**src/rtl/uart_tx_piso_if.sv**
```systemverilog
// uart_tx_piso_if: config, request and serial-line bundle for the
// UART parallel-in/serial-out transmit stage.
interface uart_tx_piso_if;
  logic        baud_tick;
  logic        send;
  logic [11:0] frame_in;
  logic        data_length;
  logic        stop_bits;
  logic [1:0]  parity_type;
  logic        tx;
  logic        busy;
  logic        done;

  modport master (
    output baud_tick,
    output send,
    output frame_in,
    output data_length,
    output stop_bits,
    output parity_type,
    input  tx,
    input  busy,
    input  done
  );

  modport slave (
    input  baud_tick,
    input  send,
    input  frame_in,
    input  data_length,
    input  stop_bits,
    input  parity_type,
    output tx,
    output busy,
    output done
  );
endinterface

```
**src/rtl/uart_tx_piso.sv**
```systemverilog
// uart_tx_piso: captures a right-aligned 9..12 bit frame and shifts it
// out MSB-first, one bit per baud tick, ending with a done pulse.
module uart_tx_piso (
  input logic            clk,
  input logic            rst,
  uart_tx_piso_if.slave  bus
);

  typedef enum logic {
    IDLE,
    SHIFT
  } state_t;

  state_t      state;
  state_t      state_n;
  logic [11:0] shreg;
  logic [11:0] shreg_n;
  logic [3:0]  cnt;
  logic [3:0]  cnt_n;
  logic [3:0]  len;
  logic [3:0]  pad;
  logic        par;
  logic        tx_q;
  logic        tx_n;
  logic        busy_q;
  logic        busy_n;
  logic        done_q;
  logic        done_n;

  // 01 and 10 carry a parity bit, 00 and 11 do not
  assign par = bus.parity_type[1] ^ bus.parity_type[0];

  assign len = 4'd9
             + {3'd0, bus.data_length}
             + {3'd0, par}
             + {3'd0, bus.stop_bits};

  assign pad = 4'd12 - len;

  assign bus.tx   = tx_q;
  assign bus.busy = busy_q;
  assign bus.done = done_q;

  always_ff @(posedge clk or negedge rst) begin
    if (!rst) begin
      state  <= IDLE;
      shreg  <= 12'hFFF;
      cnt    <= 4'd0;
      tx_q   <= 1'b1;
      busy_q <= 1'b0;
      done_q <= 1'b0;
    end else begin
      state  <= state_n;
      shreg  <= shreg_n;
      cnt    <= cnt_n;
      tx_q   <= tx_n;
      busy_q <= busy_n;
      done_q <= done_n;
    end
  end

  always_comb begin
    state_n = state;
    shreg_n = shreg;
    cnt_n   = cnt;
    tx_n    = tx_q;
    busy_n  = busy_q;
    done_n  = 1'b0;
    unique case (state)
      IDLE: begin
        tx_n   = 1'b1;
        busy_n = 1'b0;
        if (bus.send) begin
          // left-justify so the start bit sits at shreg[11]
          shreg_n = bus.frame_in << pad;
          cnt_n   = len;
          busy_n  = 1'b1;
          state_n = SHIFT;
        end
      end
      SHIFT: begin
        if (bus.baud_tick) begin
          if (cnt != 4'd0) begin
            tx_n    = shreg[11];
            shreg_n = {shreg[10:0], 1'b1};
            cnt_n   = cnt - 4'd1;
          end else begin
            // last bit has now been on the line a full period
            tx_n    = 1'b1;
            busy_n  = 1'b0;
            done_n  = 1'b1;
            state_n = IDLE;
          end
        end
      end
    endcase
  end

endmodule

```
**src/flat_wrapper.sv**
```systemverilog
// flat-port wrapper written by rule: the top's interface ports become plain ports
module uart_tx_piso_flat 
  (clk, rst, bus_baud_tick, bus_send, bus_frame_in, bus_data_length, bus_stop_bits, bus_parity_type, bus_tx, bus_busy, bus_done);
  uart_tx_piso_if bus_i ();
  input logic clk;
  input logic rst;
  input wire logic [$bits(bus_i.baud_tick)-1:0] bus_baud_tick;
  input wire logic [$bits(bus_i.send)-1:0] bus_send;
  input wire logic [$bits(bus_i.frame_in)-1:0] bus_frame_in;
  input wire logic [$bits(bus_i.data_length)-1:0] bus_data_length;
  input wire logic [$bits(bus_i.stop_bits)-1:0] bus_stop_bits;
  input wire logic [$bits(bus_i.parity_type)-1:0] bus_parity_type;
  output wire logic [$bits(bus_i.tx)-1:0] bus_tx;
  output wire logic [$bits(bus_i.busy)-1:0] bus_busy;
  output wire logic [$bits(bus_i.done)-1:0] bus_done;
  assign bus_i.baud_tick = bus_baud_tick;
  assign bus_i.send = bus_send;
  assign bus_i.frame_in = bus_frame_in;
  assign bus_i.data_length = bus_data_length;
  assign bus_i.stop_bits = bus_stop_bits;
  assign bus_i.parity_type = bus_parity_type;
  assign bus_tx = bus_i.tx;
  assign bus_busy = bus_i.busy;
  assign bus_done = bus_i.done;
  uart_tx_piso u_core (.clk(clk), .rst(rst), .bus(bus_i));
endmodule
```
**config.mk**
```make
export PLATFORM = sky130hd
export DESIGN_NAME = uart_tx_piso_flat
export DESIGN_NICKNAME = d
export VERILOG_FILES = /design/src/rtl/uart_tx_piso_if.sv /design/src/rtl/uart_tx_piso.sv /design/src/flat_wrapper.sv
export SDC_FILE = /design/constraint.sdc
export NUM_CORES = 1
export LEC_CHECK = 0
export BUFFER_PORTS_ARGS = -buffer_cell sky130_fd_sc_hd__buf_2
export CELL_PAD_IN_SITES_DETAIL_PLACEMENT = 1
export CELL_PAD_IN_SITES_GLOBAL_PLACEMENT = 1
export CORE_UTILIZATION = 31
export DETAILED_ROUTE_END_ITERATION = 7
export GPL_ROUTABILITY_DRIVEN = 0
export HOLD_SLACK_MARGIN = 0.08
export PLACE_DENSITY_LB_ADDON = 0.15
export RECOVER_POWER = 25
export SYNTH_ARGS = -nofsm -noshare
export SYNTH_HDL_FRONTEND = slang
export SYNTH_SLANG_ARGS = --single-unit
```
**constraint.sdc**
```tcl
create_clock -name clk -period 5.6 [get_ports clk]
set_clock_uncertainty 0.2 [all_clocks]
set_input_delay 0.56 -clock clk [delete_from_list [all_inputs] [get_ports clk]]
set_output_delay 0.56 -clock clk [all_outputs]
set_load 0.05 [all_outputs]
```
=== Word level (Yosys, flattened, before mapping) ===
Cells that the tools add are included.

* Add/sub/neg operators: 5
* Equality and inequality tests: 4
* Shift-type cells: 1
* Multiplexer cells: 21
* Bitwise logic cells: 2
* Reduce and logical (&&, ||, !) cells: 3

{| class="wikitable"
|+ Operators by type and width
! kind !! count
|-
| 12-bit two-way mux || 3
|-
| 12-bit case mux with 2 select lines || 1
|-
| 4-bit two-way mux || 3
|-
| 12-bit by 4-bit left shift with 12-bit output || 1
|-
| 1-bit two-way mux || 10
|-
| 4-bit by 1-bit adder with 4-bit output || 2
|-
| 2-bit != test (second input constant) || 4
|-
| 4-bit case mux with 2 select lines || 1
|-
| 1-bit case mux with 2 select lines || 3
|-
| 4-bit by 1-bit adder with 4-bit output (first input constant) || 1
|-
| 4-bit nonzero test || 1
|-
| 4-bit by 1-bit subtractor with 4-bit output (second input constant) || 1
|-
| 4-bit subtractor (first input constant) || 1
|-
| 3-bit AND reduction || 1
|-
| 2-bit AND reduction || 1
|-
| 1-bit NOT || 1
|-
| 1-bit XOR || 1
|}

* Register bits: 20
* Bits of input ports: 20
* Logic and storage cells: 42

=== Depth between registers and ports, before layout ===
* Word-level depth: 7
* Mapped depth: 11

=== Worst setup path before layout ===
No wires, ideal clock.

* Path type: input-to-reg
* Start point: input port bus_parity_type[0]
* End point: register u_core.shreg[2]
* Setup time: 0.084 ns
* Data arrival time: 2.558 ns
* Data required time: 5.316 ns
* Slack: 2.759 ns
* Stages on the path: 11
* Path through: xnor2_1 ha_1 inv_1 ha_1 ha_1 buf_2 or3_1 and2_1 clkbuf_1 a32oi_1 a21oi_1

* Cells in the longest elaborated chain, start to end: 7

{| class="wikitable"
|+ RTL lines
! item !! line !! text
|-
| start: declaration || flat_wrapper.sv:12 || <nowiki>input wire logic [$bits(bus_i.parity_type)-1:0] bus_parity_type;</nowiki>
|-
| 1-bit XOR || uart_tx_piso.sv:31 || <nowiki>assign par = bus.parity_type[1] ^ bus.parity_type[0];</nowiki>
|-
| 4-bit by 1-bit adder with 4-bit output || uart_tx_piso.sv:35 || <nowiki>+ {3'd0, par}</nowiki>
|-
| 4-bit by 1-bit adder with 4-bit output || uart_tx_piso.sv:36 || <nowiki>+ {3'd0, bus.stop_bits};</nowiki>
|-
| 4-bit subtractor || uart_tx_piso.sv:38 || <nowiki>assign pad = 4'd12 - len;</nowiki>
|-
| 12-bit by 4-bit left shift with 12-bit output || uart_tx_piso.sv:75 || <nowiki>shreg_n = bus.frame_in << pad;</nowiki>
|-
| 12-bit two-way mux || uart_tx_piso.sv:73 || <nowiki>if (bus.send) begin</nowiki>
|-
| 12-bit case mux with 2 select lines || uart_tx_piso.sv:69 || <nowiki>unique case (state)</nowiki>
|-
| end signal: assignment || uart_tx_piso.sv:54 || <nowiki>shreg <= shreg_n;</nowiki>
|-
| end: declaration || uart_tx_piso.sv:16 || <nowiki>logic [11:0] shreg;</nowiki>
|}

Every way passes these cells. The select of a mux whose other input is x is not followed.
A chain may end at the register's enable or synchronous reset.

=== Final worst setup path ===
* Start point: input port bus_parity_type[0]
* End point: register u_core.shreg[9]

Same word-level chain as after synthesis.

==> impl_metrics.json <==
{
  "outcome": "finished, final reports clean",
  "drt_iter0_drc": 48,
  "placed_area_um2": 1690,
  "start_kind": "input port",
  "hp-class": "reg2reg",
  "timing.final.crit_share": 0.545,
  "synth_nets": 190,
  "peakVddDrop_uv": 203,
  "setup_ws_ps": 2550,
  "cts_tree": "yes",
  "numCtsBuffers": 3,
  "syn_area_per_cell_um2": 9.47,
  "cts_setup_buffers": 0,
  "die_y_um": 72.8,
  "antenna_found_initial": 0,
  "maxCapViolations": 0,
  "crit_path_cell_trace": "buf_2 > xnor2_1 > fa_1 > mux4_2 > and3_1 > o31ai_1 > a31oi_1",
  "rows": 25,
  "pin_count": 23,
  "max_freq_mhz": 327,
  "grt_setup_unrepaired": "false",
  "dieArea_um2": 5300,
  "htreeDepth": 1,
  "synth_cell_type_count": 43,
  "grt_pass1_vias": 1284,
  "post-route-drc-count": 0,
  "power.density_nw_per_um2": 407,
  "finalSetupTns_ps": 0,
  "start_util": 0.324,
  "async_flop_share": 1.00,
  "core_area_um2": 4790,
  "grt_overflow": 0,
  "syn_inst": 164,
  "critPathTopFamily": "adder cells",
  "die_x_um": 72.8,
  "cts_sinks": 20,
  "power_mw": 0.720,
  "drive_above_1_share": 0.263,
  "cp_slowest_cell": "fa_1",
  "grt_pass1_wl_um": 6700,
  "wirelength_um": 4000,
  "worst_pin_slew_ps": 1090,
  "endpoint_kind": "register",
  "track_usage": 0.167,
  "drtAntennaViolNets": 0,
  "synth_area_um2": 1550,
  "grt_max_degree": 27,
  "synth_ff_type": "dfstp_2",
  "vias": 1346,
  "via_per_inst": 5.47,
  "final_cell_mix": "buf_2 (21), a21oi_1 (16), dfstp_2 (13)",
  "setup_violations": 0,
  "relSlewSlack": 0.274,
  "cts-root-buf": "clkbuf_8",
  "arrival_ps": 3010,
  "yosysSeqAreaShare": 0.333,
  "final_area_um2": 1770,
  "fillCellCount": 575,
  "n_antenna_cell": 0,
  "final_nets": 206,
  "maxSlewViolCount": 0,
  "final_util": 0.370,
  "final_cells": 246,
  "synthToLayoutAreaGrowth_pct": 13.9,
  "port_buffers": 22,
  "ys_seq_elements": 20,
  "dp_hpwl_um": 3050,
  "yosysWarnings": 0,
  "hold_slack_ps": 302,
  "dp_slack_ps": 2210,
  "hold_buffers": 1,
  "dr.pass1.iters": 4,
  "dp_cells": 241,
  "crit_type": "in2reg",
  "wl_per_cell_um": 16.2,
  "path_max_fanout": 21,
  "p_leak_nw": 0.743,
  "cts.clk_slew.worst_paths_ps": 80,
  "synth-edff-count": 0,
  "slowest_delay_ps": 1090,
  "fin_crit_ps": 3050,
  "crit_buf_inv": 1,
  "clk_latency_ps": 260,
  "hold_viol": 0,
  "cts_resized": 0,
  "required_ps": 5560,
  "clockBufferDepth": 2,
  "final_common_cell": "buf_2"
}
==> registers in the layout (all words and copies together), names as in the netlist <==
register,count
u_core.shreg,12
u_core.cnt,4
u_core.bus.busy,1
u_core.bus.done,1
u_core.bus.tx,1
u_core.state,1
==> cell families (layout without fill, tap and decap cells) <==
group           after synthesis  after routing  share of synthesized area
fa+ha+maj                     6              6                     0.0532
xor+xnor                      2              2                     0.0113
mux                          18             18                      0.172
compound gates               45             45                      0.176
simple gates                 53             53                      0.198
flops                        20             20                      0.333
buf+inv                      20             35                     0.0564
==> routing by layer <==
layer / global-route usage / wire length, um
met1: 0.234 / 1940
met2: 0.266 / 1880
met3: 0.0345 / 105
met4: 0.0392 / 68
met5: 0 / 0
==> final timing paths <==
check                              startpoint                to  slack [ps]  depth (start not counted)
max                        bus_parity_type[0]   u_core.shreg[9]        2550                          7
min                           u_core.shreg[3]   u_core.shreg[3]         300                          2
max reg2reg                      u_core.state  u_core.shreg[11]        3020                          4
min reg2reg                   u_core.shreg[3]   u_core.shreg[3]         300                          2
max in group asynchronous                 rst     u_core.cnt[0]        3720                          2
min in group asynchronous                 rst      u_core.state         820                          2
==> power breakdown <==
part	total [mW]	internal (mW)	switching, mW
clock network	0.144	0.0954	0.0489
logic	0.301	0.126	0.175
registers	0.274	0.231	0.0427
total	0.720	0.453	0.266
==> area by class of cell <==
cell class	count	area, um^2	share of cell area
clock buffers	3	41.3	0.0233
multi-input cells	124	948	0.536
flip-flops and latches	20	517	0.292
clock inverters	1	30.0	0.0170
inverters	8	30.0	0.0170
well taps	67	83.8	0.0474
repair buffers	23	119	0.0672
==> cells in the mapped netlist (3+ instances only) <==
cell,n,area (um^2)
clkbuf_1,7,26.3
nor2_1,11,41.3
nor3b_1,4,30.0
and3_1,3,18.8
o21ai_0,3,15.0
nand3_1,3,15.0
a21oi_1,16,80.1
o21ai_1,9,45.0
nand2_1,9,33.8
a31oi_1,4,25.0
mux2i_1,11,110
dfrtp_1,7,175
buf_2,4,20.0
mux4_2,7,158
and4_1,6,52.6
dfstp_2,13,342
nand2b_1,5,31.3
ha_1,5,62.6
inv_1,8,30.0
==> tightest hold or removal path, cell delays in order, from the launching register on <==
cell and delay, ps:
dfstp_2 370, nor2_1 90, a21oi_1 40
(Power assumes the default switching activity.)
